`src/rtl/mem_req_tracker_if.sv`:
```
// rtl/mem_req_tracker_if.sv - client request/response and controller issue/return bundle
interface mem_req_tracker_if #(
   parameter int ADDR_W = 16,
   parameter int DATA_W = 16
);
   logic              req_valid;
   logic              req_ready;
   logic              req_write;
   logic [ADDR_W-1:0] req_address;
   logic [DATA_W-1:0] req_data;

   logic              rsp_valid;
   logic              rsp_ready;
   logic              rsp_write;
   logic [ADDR_W-1:0] rsp_address;
   logic [DATA_W-1:0] rsp_data;

   logic              rd_en;
   logic [ADDR_W-1:0] rd_address;
   logic              wr_en;
   logic [ADDR_W-1:0] wr_address;
   logic [DATA_W-1:0] wr_data;

   logic              rd_ret_ack;
   logic [ADDR_W-1:0] rd_ret_address;
   logic [DATA_W-1:0] rd_ret_data;
   logic              wr_ret_ack;
   logic [ADDR_W-1:0] wr_ret_address;

   logic              err_unmatched;

   modport master (
      output req_valid, req_write, req_address, req_data, rsp_ready,
             rd_ret_ack, rd_ret_address, rd_ret_data, wr_ret_ack, wr_ret_address,
      input  req_ready, rsp_valid, rsp_write, rsp_address, rsp_data,
             rd_en, rd_address, wr_en, wr_address, wr_data, err_unmatched
   );

   modport slave (
      input  req_valid, req_write, req_address, req_data, rsp_ready,
             rd_ret_ack, rd_ret_address, rd_ret_data, wr_ret_ack, wr_ret_address,
      output req_ready, rsp_valid, rsp_write, rsp_address, rsp_data,
             rd_en, rd_address, wr_en, wr_address, wr_data, err_unmatched
   );
endinterface

```
`src/rtl/mem_req_tracker.sv`:
```
// rtl/mem_req_tracker.sv - in-order reorder buffer in front of the memory controller
// Tags are addresses; at most one live entry per address so returns match uniquely.
module mem_req_tracker #(
   parameter int DEPTH     = 8,
   parameter int ADDR_W    = 16,
   parameter int DATA_W    = 16,
   parameter int WR_ACK_EN = 0
) (
   input  logic             clk,
   input  logic             rst_n,
   mem_req_tracker_if.slave bus
);
   localparam int PTR_W = $clog2(DEPTH);
   localparam int CNT_W = PTR_W + 1;
   localparam logic [CNT_W-1:0] FULL_CNT = CNT_W'(DEPTH);

   logic [DEPTH-1:0]  ent_vld;
   logic [DEPTH-1:0]  ent_done;
   logic [DEPTH-1:0]  ent_write;
   logic [ADDR_W-1:0] ent_addr [DEPTH];
   logic [DATA_W-1:0] ent_data [DEPTH];

   logic [PTR_W-1:0]  head;
   logic [PTR_W-1:0]  tail;
   logic [CNT_W-1:0]  count;

   logic              hazard;
   logic              rd_hit;
   logic              wr_hit;
   logic [PTR_W-1:0]  rd_idx;
   logic [PTR_W-1:0]  wr_idx;
   logic              req_ready_c;
   logic              rsp_valid_c;
   logic              accept;
   logic              pop;
   logic              wr_ack_live;

   logic              rd_en_q;
   logic [ADDR_W-1:0] rd_address_q;
   logic              wr_en_q;
   logic [ADDR_W-1:0] wr_address_q;
   logic [DATA_W-1:0] wr_data_q;
   logic              err_q;

   // Hazard covers done-but-unpopped entries too, keeping tags unique until pop.
   always_comb begin
      hazard = 1'b0;
      rd_hit = 1'b0;
      wr_hit = 1'b0;
      rd_idx = '0;
      wr_idx = '0;
      for (int i = 0; i < DEPTH; i++) begin
         if (ent_vld[i] && ent_addr[i] == bus.req_address)
            hazard = 1'b1;
         if (!rd_hit && ent_vld[i] && !ent_done[i] && !ent_write[i] &&
             ent_addr[i] == bus.rd_ret_address) begin
            rd_hit = 1'b1;
            rd_idx = PTR_W'(i);
         end
         if (!wr_hit && ent_vld[i] && !ent_done[i] && ent_write[i] &&
             ent_addr[i] == bus.wr_ret_address) begin
            wr_hit = 1'b1;
            wr_idx = PTR_W'(i);
         end
      end
   end

   assign req_ready_c = (count != FULL_CNT) && !hazard;
   assign rsp_valid_c = ent_vld[head] && ent_done[head];
   assign accept      = bus.req_valid && req_ready_c;
   assign pop         = rsp_valid_c && bus.rsp_ready;
   assign wr_ack_live = (WR_ACK_EN != 0) && bus.wr_ret_ack;

   assign bus.req_ready     = req_ready_c;
   assign bus.rsp_valid     = rsp_valid_c;
   assign bus.rsp_write     = ent_write[head];
   assign bus.rsp_address   = ent_addr[head];
   assign bus.rsp_data      = ent_write[head] ? '0 : ent_data[head];
   assign bus.rd_en         = rd_en_q;
   assign bus.rd_address    = rd_address_q;
   assign bus.wr_en         = wr_en_q;
   assign bus.wr_address    = wr_address_q;
   assign bus.wr_data       = wr_data_q;
   assign bus.err_unmatched = err_q;

   // Return, pop and accept never target the same slot, so their writes are independent.
   always_ff @(posedge clk) begin
      if (!rst_n) begin
         ent_vld      <= '0;
         ent_done     <= '0;
         ent_write    <= '0;
         for (int i = 0; i < DEPTH; i++) begin
            ent_addr[i] <= '0;
            ent_data[i] <= '0;
         end
         head         <= '0;
         tail         <= '0;
         count        <= '0;
         rd_en_q      <= 1'b0;
         rd_address_q <= '0;
         wr_en_q      <= 1'b0;
         wr_address_q <= '0;
         wr_data_q    <= '0;
         err_q        <= 1'b0;
      end else begin
         if (bus.rd_ret_ack) begin
            if (rd_hit) begin
               ent_done[rd_idx] <= 1'b1;
               ent_data[rd_idx] <= bus.rd_ret_data;
            end else begin
               err_q <= 1'b1;
            end
         end
         if (wr_ack_live) begin
            if (wr_hit)
               ent_done[wr_idx] <= 1'b1;
            else
               err_q <= 1'b1;
         end
         if (pop) begin
            ent_vld[head] <= 1'b0;
            head          <= head + PTR_W'(1);
         end
         if (accept) begin
            ent_vld[tail]   <= 1'b1;
            ent_done[tail]  <= bus.req_write && (WR_ACK_EN == 0);
            ent_write[tail] <= bus.req_write;
            ent_addr[tail]  <= bus.req_address;
            ent_data[tail]  <= bus.req_data;
            tail            <= tail + PTR_W'(1);
         end
         count <= count + CNT_W'(accept) - CNT_W'(pop);

         rd_en_q      <= accept && !bus.req_write;
         rd_address_q <= (accept && !bus.req_write) ? bus.req_address : '0;
         wr_en_q      <= accept && bus.req_write;
         wr_address_q <= (accept && bus.req_write) ? bus.req_address : '0;
         wr_data_q    <= (accept && bus.req_write) ? bus.req_data : '0;
      end
   end
endmodule
```
`src/flat_wrapper.sv`:
```
// flat-port wrapper written by rule: the top's interface ports become plain ports
module mem_req_tracker_flat 
#(
   parameter int DEPTH     = 8,
   parameter int ADDR_W    = 16,
   parameter int DATA_W    = 16,
   parameter int WR_ACK_EN = 0
)
  (clk, rst_n, bus_req_valid, bus_req_write, bus_req_address, bus_req_data, bus_rsp_ready, bus_rd_ret_ack, bus_rd_ret_address, bus_rd_ret_data, bus_wr_ret_ack, bus_wr_ret_address, bus_req_ready, bus_rsp_valid, bus_rsp_write, bus_rsp_address, bus_rsp_data, bus_rd_en, bus_rd_address, bus_wr_en, bus_wr_address, bus_wr_data, bus_err_unmatched);
  mem_req_tracker_if #(.ADDR_W(ADDR_W), .DATA_W(DATA_W)) bus_i ();
  input  logic clk;
  input  logic rst_n;
  input wire logic [$bits(bus_i.req_valid)-1:0] bus_req_valid;
  input wire logic [$bits(bus_i.req_write)-1:0] bus_req_write;
  input wire logic [$bits(bus_i.req_address)-1:0] bus_req_address;
  input wire logic [$bits(bus_i.req_data)-1:0] bus_req_data;
  input wire logic [$bits(bus_i.rsp_ready)-1:0] bus_rsp_ready;
  input wire logic [$bits(bus_i.rd_ret_ack)-1:0] bus_rd_ret_ack;
  input wire logic [$bits(bus_i.rd_ret_address)-1:0] bus_rd_ret_address;
  input wire logic [$bits(bus_i.rd_ret_data)-1:0] bus_rd_ret_data;
  input wire logic [$bits(bus_i.wr_ret_ack)-1:0] bus_wr_ret_ack;
  input wire logic [$bits(bus_i.wr_ret_address)-1:0] bus_wr_ret_address;
  output wire logic [$bits(bus_i.req_ready)-1:0] bus_req_ready;
  output wire logic [$bits(bus_i.rsp_valid)-1:0] bus_rsp_valid;
  output wire logic [$bits(bus_i.rsp_write)-1:0] bus_rsp_write;
  output wire logic [$bits(bus_i.rsp_address)-1:0] bus_rsp_address;
  output wire logic [$bits(bus_i.rsp_data)-1:0] bus_rsp_data;
  output wire logic [$bits(bus_i.rd_en)-1:0] bus_rd_en;
  output wire logic [$bits(bus_i.rd_address)-1:0] bus_rd_address;
  output wire logic [$bits(bus_i.wr_en)-1:0] bus_wr_en;
  output wire logic [$bits(bus_i.wr_address)-1:0] bus_wr_address;
  output wire logic [$bits(bus_i.wr_data)-1:0] bus_wr_data;
  output wire logic [$bits(bus_i.err_unmatched)-1:0] bus_err_unmatched;
  assign bus_i.req_valid = bus_req_valid;
  assign bus_i.req_write = bus_req_write;
  assign bus_i.req_address = bus_req_address;
  assign bus_i.req_data = bus_req_data;
  assign bus_i.rsp_ready = bus_rsp_ready;
  assign bus_i.rd_ret_ack = bus_rd_ret_ack;
  assign bus_i.rd_ret_address = bus_rd_ret_address;
  assign bus_i.rd_ret_data = bus_rd_ret_data;
  assign bus_i.wr_ret_ack = bus_wr_ret_ack;
  assign bus_i.wr_ret_address = bus_wr_ret_address;
  assign bus_req_ready = bus_i.req_ready;
  assign bus_rsp_valid = bus_i.rsp_valid;
  assign bus_rsp_write = bus_i.rsp_write;
  assign bus_rsp_address = bus_i.rsp_address;
  assign bus_rsp_data = bus_i.rsp_data;
  assign bus_rd_en = bus_i.rd_en;
  assign bus_rd_address = bus_i.rd_address;
  assign bus_wr_en = bus_i.wr_en;
  assign bus_wr_address = bus_i.wr_address;
  assign bus_wr_data = bus_i.wr_data;
  assign bus_err_unmatched = bus_i.err_unmatched;
  mem_req_tracker #(.DEPTH(DEPTH), .ADDR_W(ADDR_W), .DATA_W(DATA_W), .WR_ACK_EN(WR_ACK_EN)) u_core (.clk(clk), .rst_n(rst_n), .bus(bus_i));
endmodule
```
`config.mk`:
```
export PLATFORM = sky130hd
export DESIGN_NAME = mem_req_tracker_flat
export DESIGN_NICKNAME = d
export VERILOG_FILES = /design/src/rtl/mem_req_tracker_if.sv /design/src/rtl/mem_req_tracker.sv /design/src/flat_wrapper.sv
export SDC_FILE = /design/constraint.sdc
export NUM_CORES = 1
export LEC_CHECK = 0
export BUFFER_PORTS_ARGS = -buffer_cell sky130_fd_sc_hd__buf_2
export CAP_MARGIN = 20
export CORE_MARGIN = 8
export CORE_UTILIZATION = 55
export CTS_CLUSTER_SIZE = 10
export DETAILED_ROUTE_END_ITERATION = 16
export PLACE_DENSITY_LB_ADDON = 0.1
export SLEW_MARGIN = 20
export SYNTH_ARGS = -nofsm -noshare
export SYNTH_HDL_FRONTEND = slang
export SYNTH_SLANG_ARGS = --single-unit
```
`constraint.sdc`:
```
create_clock -name clk -period 3.18 [get_ports clk]
set_clock_uncertainty 0.05 [all_clocks]
set_input_delay 0.159 -clock clk [delete_from_list [all_inputs] [get_ports clk]]
set_output_delay 0.159 -clock clk [all_outputs]
set_load 0.02 [all_outputs]
```
==> results of run 1 <==
[timing repair]
action                     CTS  global route
hold endpoints to repair   114             0
pin swaps                    1             4
hold buffers                35             0
setup buffers                2             2
gates resized for setup      2            15
setup endpoints to repair   78           241
[layout make-up]
cell class                      instances  area, um2
Clock buffer                           70       1170
Clock inverter                          4       26.3
Fill cell                            2669      11600
Inverter                               51        191
Multi-Input combinational cell       1154       8890
Sequential cell                       344       9460
Tap cell                              455        569
Timing Repair Buffer                  339       2550
[cells by family (layout without fill, tap and decap cells)]
family / Yosys count / after routing / share of synthesized area
buf+inv: 206 / 464 / 0.0494
xor+xnor: 260 / 260 / 0.119
compound gates: 184 / 184 / 0.0678
fa+ha+maj: 8 / 8 / 0.00561
flops: 344 / 344 / 0.493
mux: 104 / 104 / 0.101
simple gates: 598 / 598 / 0.164
[placed cells by master (no fill, tap or decap), types with 9 or more instances in the layout]
| master | Yosys | routed |
|---|---|---|
| o21ai_0 | 43 | 41 |
| buf_2 | 37 | 154 |
| nor3_1 | 78 | 75 |
| edfxtp_1 | 256 | 256 |
| nand2_1 | 82 | 81 |
| o22ai_1 | 31 | 30 |
| a22o_1 | 16 | 16 |
| or3_1 | 9 | 9 |
| mux2i_1 | 18 | 18 |
| nor3_2 | 8 | 9 |
| clkbuf_16 | 0 | 41 |
| inv_1 | 51 | 51 |
| dlygate4sd3_1 | 0 | 35 |
| buf_4 | 22 | 124 |
| dfxtp_1 | 88 | 84 |
| mux2_2 | 16 | 16 |
| nand4_1 | 114 | 114 |
| xor2_1 | 173 | 172 |
| xnor2_1 | 87 | 86 |
| o31ai_1 | 57 | 57 |
| and3_1 | 52 | 51 |
| buf_12 | 0 | 24 |
| clkbuf_1 | 65 | 25 |
| nor2_1 | 119 | 117 |
| nor4_1 | 44 | 41 |
| mux4_2 | 70 | 70 |
| nand3_1 | 61 | 60 |
[how the worst min path moves through the flow]
stage	start	end	slack (ps)	cells after the start
floorplan	bus_req_data[10]	u_core.bus.wr_data[10]$_SDFF_PN0_	240	2
global placement	bus_req_data[14]	u_core.bus.wr_data[14]$_SDFF_PN0_	430	3
detailed placement	bus_req_data[1]	u_core.bus.wr_data[1]$_SDFF_PN0_	430	3
CTS	rst_n	u_core.ent_done[7]$_SDFF_PN0_	20	3
global route	bus_req_address[4]	u_core.ent_addr[0][4]$_SDFFCE_PN0P_	40	2
finish	bus_req_address[4]	u_core.ent_addr[0][4]$_SDFFCE_PN0P_	60	2
[state kept, by name, indices dropped and copies added, names as in the netlist, named ones only]
register                  count
u_core.bus.err_unmatched      1
u_core.bus.rd_address        16
u_core.bus.rd_en              1
u_core.bus.wr_address        16
u_core.bus.wr_data           16
u_core.bus.wr_en              1
u_core.count                  4
u_core.ent_addr             128
u_core.ent_data             128
u_core.ent_done               8
u_core.ent_vld                8
u_core.ent_write              8
u_core.head                   3
u_core.tail                   3
[through the flow]
step,power (mW),std cells
2_1_floorplan,6.83,1704
3_3_place_gp,7.76,2304
3_5_place_dp,7.82,2304
4_1_cts,12.1,2415
5_1_grt,12.5,2417
6_report,12.2,2417
[power breakdown]
group	internal (mW)	switching (mW)	leakage, nW
clock network	2.50	1.82	0.578
registers	5.14	0.233	3.38
logic	0.912	1.58	4.85
[routing by layer]
metal | vias to the layer above | routed length [um] | track usage
li1 | 6827 | - | -
met1 | 7986 | 28100 | 0.473
met2 | 1174 | 28900 | 0.461
met3 | 158 | 8740 | 0.0757
met4 | 0 | 2340 | 0.127
met5 | - | 0 | 0
==> out/metrics.yaml, run 1 <==
status: "completed"
grt_pass1_vias: 15670
power_leakage_nw: 8.80
required_ps: 3420
peakVddDrop_mv: 0.507
viasPerCell: 6.68
hp-class: "input pin to flip-flop"
crit_family: "simple AND/OR/NAND/NOR gates"
r2r-end: "u_core.ent_data[4][9]$_DFFE_PP_"
whs_ps: 56.5
yosysSeqAreaShare: 0.493
maxCapViolCount: 0
period_share: 0.979
dp_slack_ps: -135
drtIter0Drc: 2102
globalRouteOverflowTotal: 0
reg2reg_from: "u_core.ent_addr[0][1]$_SDFFCE_PN0P_"
slew_headroom: 0.408
ys_top_cells_by_area: "edfxtp_1 (40%), dfxtp_1 (9.2%), mux4_2 (8.2%)"
syn_to_final_growth_pct: 19.3
netlist_instances: 1704
ant_nets: 0
routabilityCongestion: 1.02
hpwl_um: 49100
setup_viol: 0
grt_pass1_wl_um: 101000
synth_ff_type: "edfxtp_1"
arrival_ps: 3350
synth-edff-count: 256
crit_top_cell: "buf_4"
crit_start: "u_core.ent_addr[0][1]$_SDFFCE_PN0P_"
clk_path_buf_depth: 3
synth_warnings: 0
fin_setup_tns_ps: 0
path_class: "flip-flop to flip-flop"
fin_util: 0.663
cp_slowest_cell: "or4_4"
syn_area_per_cell_um2: 11.2
final_area_um2: 22900
rrSetupSlack_ps: 70
grt_max_degree: 53
numCtsBuffers: 41
wirelength_um: 68000
worst-path-stages: 10
yosysTopAreaCell: "edfxtp_1"
fin_ws_ps: 67.2
crit_path_max_incr_delay_ps: 580
rows: 68
post_drt_wl_per_cell_um: 28.2
clock-sinks: 344
clock_latency_ps: 570
ys_seq_elements: 344
syn_nets: 1799
drc: 0
clk_pin_slew_ps: 60
fmax_mhz: 321
slew_violations: 0
port_buffers: 155
finalNetCount: 2026
die_x_um: 203
vias: 16145
drt-pass1-iter-count: 6
crit_buf_inv: 3
netlist_area_um2: 19200
synth_most_common_cell: "edfxtp_1"
hold_violations: 0
placed_area_um2: 21200
track_usage: 0.324
power.density_nw_per_um2: 533
synth_common_cells: "edfxtp_1 (256), xor2_1 (173), nor2_1 (119)"
tightest_slew_ps: 888
tritoncts: "built"
rsz0062_at_grt: "no"
reg2reg_depth: 10
yosysTopAreaCellShare: 0.401
drive_gt1_frac: 0.245
fin_crit_ps: 3110
ys_async_sr_fraction: 0
startpoint_type: "flip-flop"
antenna_found_initial: 0
synth_cell_type_count: 58
critical_path.endpoint: "u_core.ent_data[4][9]$_DFFE_PP_"
ios: 173
die_area_um2: 41100
core_area_um2: 34500
start_util: 0.556
root_buffer: "clkbuf_16"
path_max_fanout: 32
die_h_um: 203
cts-htree-levels: 2
path_cells: "xor2_1 > nor4_2 > nand2_1 > or4_4 > and3_4 > buf_4 > buf_4 > buf_4 > nand4_1 > o21ai_0"
crit_path_end_kind: "flip-flop"
diodes: 0
Note: power is estimated with default switching activity, not from simulation.
==> inputs of run 2 (changes only) <==
- clock period: 3.18 -> 2.9 ns (I/O delays scaled with it)
==> out/metrics.yaml, run 2 (same netlist as run 1, synthesis figures left out) <==
antenna_found_initial: 2  # +2
crit_path_end_kind: "flip-flop"
p_comb_frac: 0.216  # +0.011
fmax_mhz: 341  # +6.0%
die_area_um2: 41100  # unchanged
clk_path_buf_depth: 3  # unchanged
grt_max_degree: 59  # +11%
setup_viol: 16  # +16
maxCapViolCount: 0  # unchanged
grt_pass1_vias: 16138  # +3.0%
violations: "negative setup slack"
fin_setup_tns_ps: -175  # -175 ps
startpoint_type: "flip-flop"
globalRouteOverflowTotal: 0  # unchanged
power_frac_clock: 0.358  # +0.003
routabilityCongestion: 1.06  # +4.6%
crit_buf_inv: 3  # unchanged
clock_latency_ps: 580  # about the same
power_leakage_nw: 9.48  # +7.7%
worst-path-stages: 10  # unchanged
start_util: 0.556  # unchanged
p_switching_mw: 4.13  # +13%
crit_family: "simple AND/OR/NAND/NOR gates"
drive_gt1_frac: 0.299  # +0.0542
fin_crit_ps: 2940  # -177 ps
cp_slowest_cell: "edfxtp_1"
status: "finished with violations"
ant_nets: 0  # unchanged
final_common_cell: "edfxtp_1"
switching_share: 0.300  # +0.00127
vias: 16708  # +3.5%
clk_pin_slew_ps: 50  # about the same
cts-htree-levels: 2  # unchanged
die_x_um: 203  # unchanged
viasPerCell: 6.61  # -1.1%
path_cells: "buf_6 > xor2_2 > nor4_2 > buf_4 > nand2_2 > or3_1 > or4_4 > a211oi_4 > buf_12 > a22o_1"
cell_internal_pwr_mw: 9.64  # +13%
ios: 173  # unchanged
core_area_um2: 34500  # unchanged
period_share: 1.01  # +0.0334
required_ps: 3270  # -150 ps
track_usage: 0.329  # +0.00475
hold_violations: 0  # unchanged
crit_path_max_incr_delay_ps: 470  # -110 ps
drtIter0Drc: 2448  # +16%
power.density_nw_per_um2: 570  # +6.9%
port_buffers: 155  # unchanged
tritoncts: "built"
finalNetCount: 2134  # +5.3%
top_regs: "u_core.ent_addr x128, u_core.ent_data x128"
drt-pass1-iter-count: 5  # -1
path_max_fanout: 15  # -53%
wirelength_um: 69600  # +2.3%
p_seq_frac: 0.427  # -0.014
power_mw: 13.8  # +13%
rows: 68  # unchanged
grt_pass1_wl_um: 102000  # +1.2%
syn_to_final_growth_pct: 26.1
mostFrequentLayoutCells: "edfxtp_1 (256), buf_4 (208), xor2_1 (171)"
hpwl_um: 49400  # +0.78%
post_drt_wl_per_cell_um: 27.5  # -2.2%
slew_headroom: 0.469  # +0.0614
tightest_slew_ps: 796  # -92.1 ps
fin_ws_ps: -35.6  # -103 ps
peakVddDrop_mv: 0.576  # +14%
drc: 0  # unchanged
fillers: 2583  # -3.2%
arrival_ps: 3310  # -40 ps
hp-class: "input pin to flip-flop"
root_buffer: "clkbuf_16"
die_h_um: 203  # unchanged
clock-sinks: 344  # unchanged
path_class: "flip-flop to flip-flop"
slew_violations: 0  # unchanged
numCtsBuffers: 41  # unchanged
worstHoldPathCells: 2  # unchanged
reg2reg_depth: 10  # unchanged
rsz0062_at_grt: "yes"
-- run 2: metrics by stage --
step,instances,hold WS [ps],area [um2],setup WS [ps],utilization
2_1_floorplan,1704,230,19200,-230,-
3_3_place_gp,2394,410,22100,-121,0.640
3_5_place_dp,2394,414,22100,-226,0.640
4_1_cts,2508,21.2,23800,3.69,0.691
5_1_grt,2528,41.3,24200,-79.1,0.701
6_report,2528,47.2,24200,-35.6,0.701
-- run 2: metal layers --
layer | vias up | GRT usage | part of all wire
li1 | 7057 | - | -
met1 | 8171 | 0.469 | 0.40
met2 | 1270 | 0.465 | 0.42
met3 | 210 | 0.100 | 0.14
met4 | 0 | 0.123 | 0.038
met5 | - | 0 | 0
-- run 2: worst paths after layout --
check                                                          start                                   to  slack (ps)
worst max register to register  u_core.ent_addr[3][12]$_SDFFCE_PN0P_      u_core.ent_data[3][4]$_DFFE_PP_         -40
worst min register to register      u_core.ent_write[4]$_SDFFE_PN0P_     u_core.ent_write[4]$_SDFFE_PN0P_         450
worst max-delay path            u_core.ent_addr[3][12]$_SDFFCE_PN0P_      u_core.ent_data[3][4]$_DFFE_PP_         -40
worst min-delay path                              bus_req_address[1]  u_core.ent_addr[0][1]$_SDFFCE_PN0P_          50
-- run 2: power groups by stage --
stage               combinational [mW]  sequential (mW)  clock, mW
floorplan                         1.57             5.93          0
global placement                  2.69             5.94          0
detailed placement                2.73             5.96          0
CTS                               2.81             5.86       4.95
global route                      3.12             5.89       5.14
finish                            2.97             5.87       4.92
-- run 2: layout make-up --
class / count / area, um2 / area share
multi-input combinational: 1154 / 9110 / 0.377
clock buffer: 71 / 1180 / 0.0488
antenna: 2 / 5.00 / 0.000207
timing repair buffer: 447 / 3580 / 0.148
tap: 455 / 569 / 0.0236
inverter: 51 / 194 / 0.00803
sequential: 344 / 9460 / 0.391
clock inverter: 4 / 70.1 / 0.00290
-- run 2: timing repair --
action                     CTS  global route
hold endpoints to repair   141             0
setup buffers                3            19
resized for setup           21            42
pin swaps                    4            17
gates cloned                 0             0
hold buffers                36             0
setup endpoints to repair  266           280
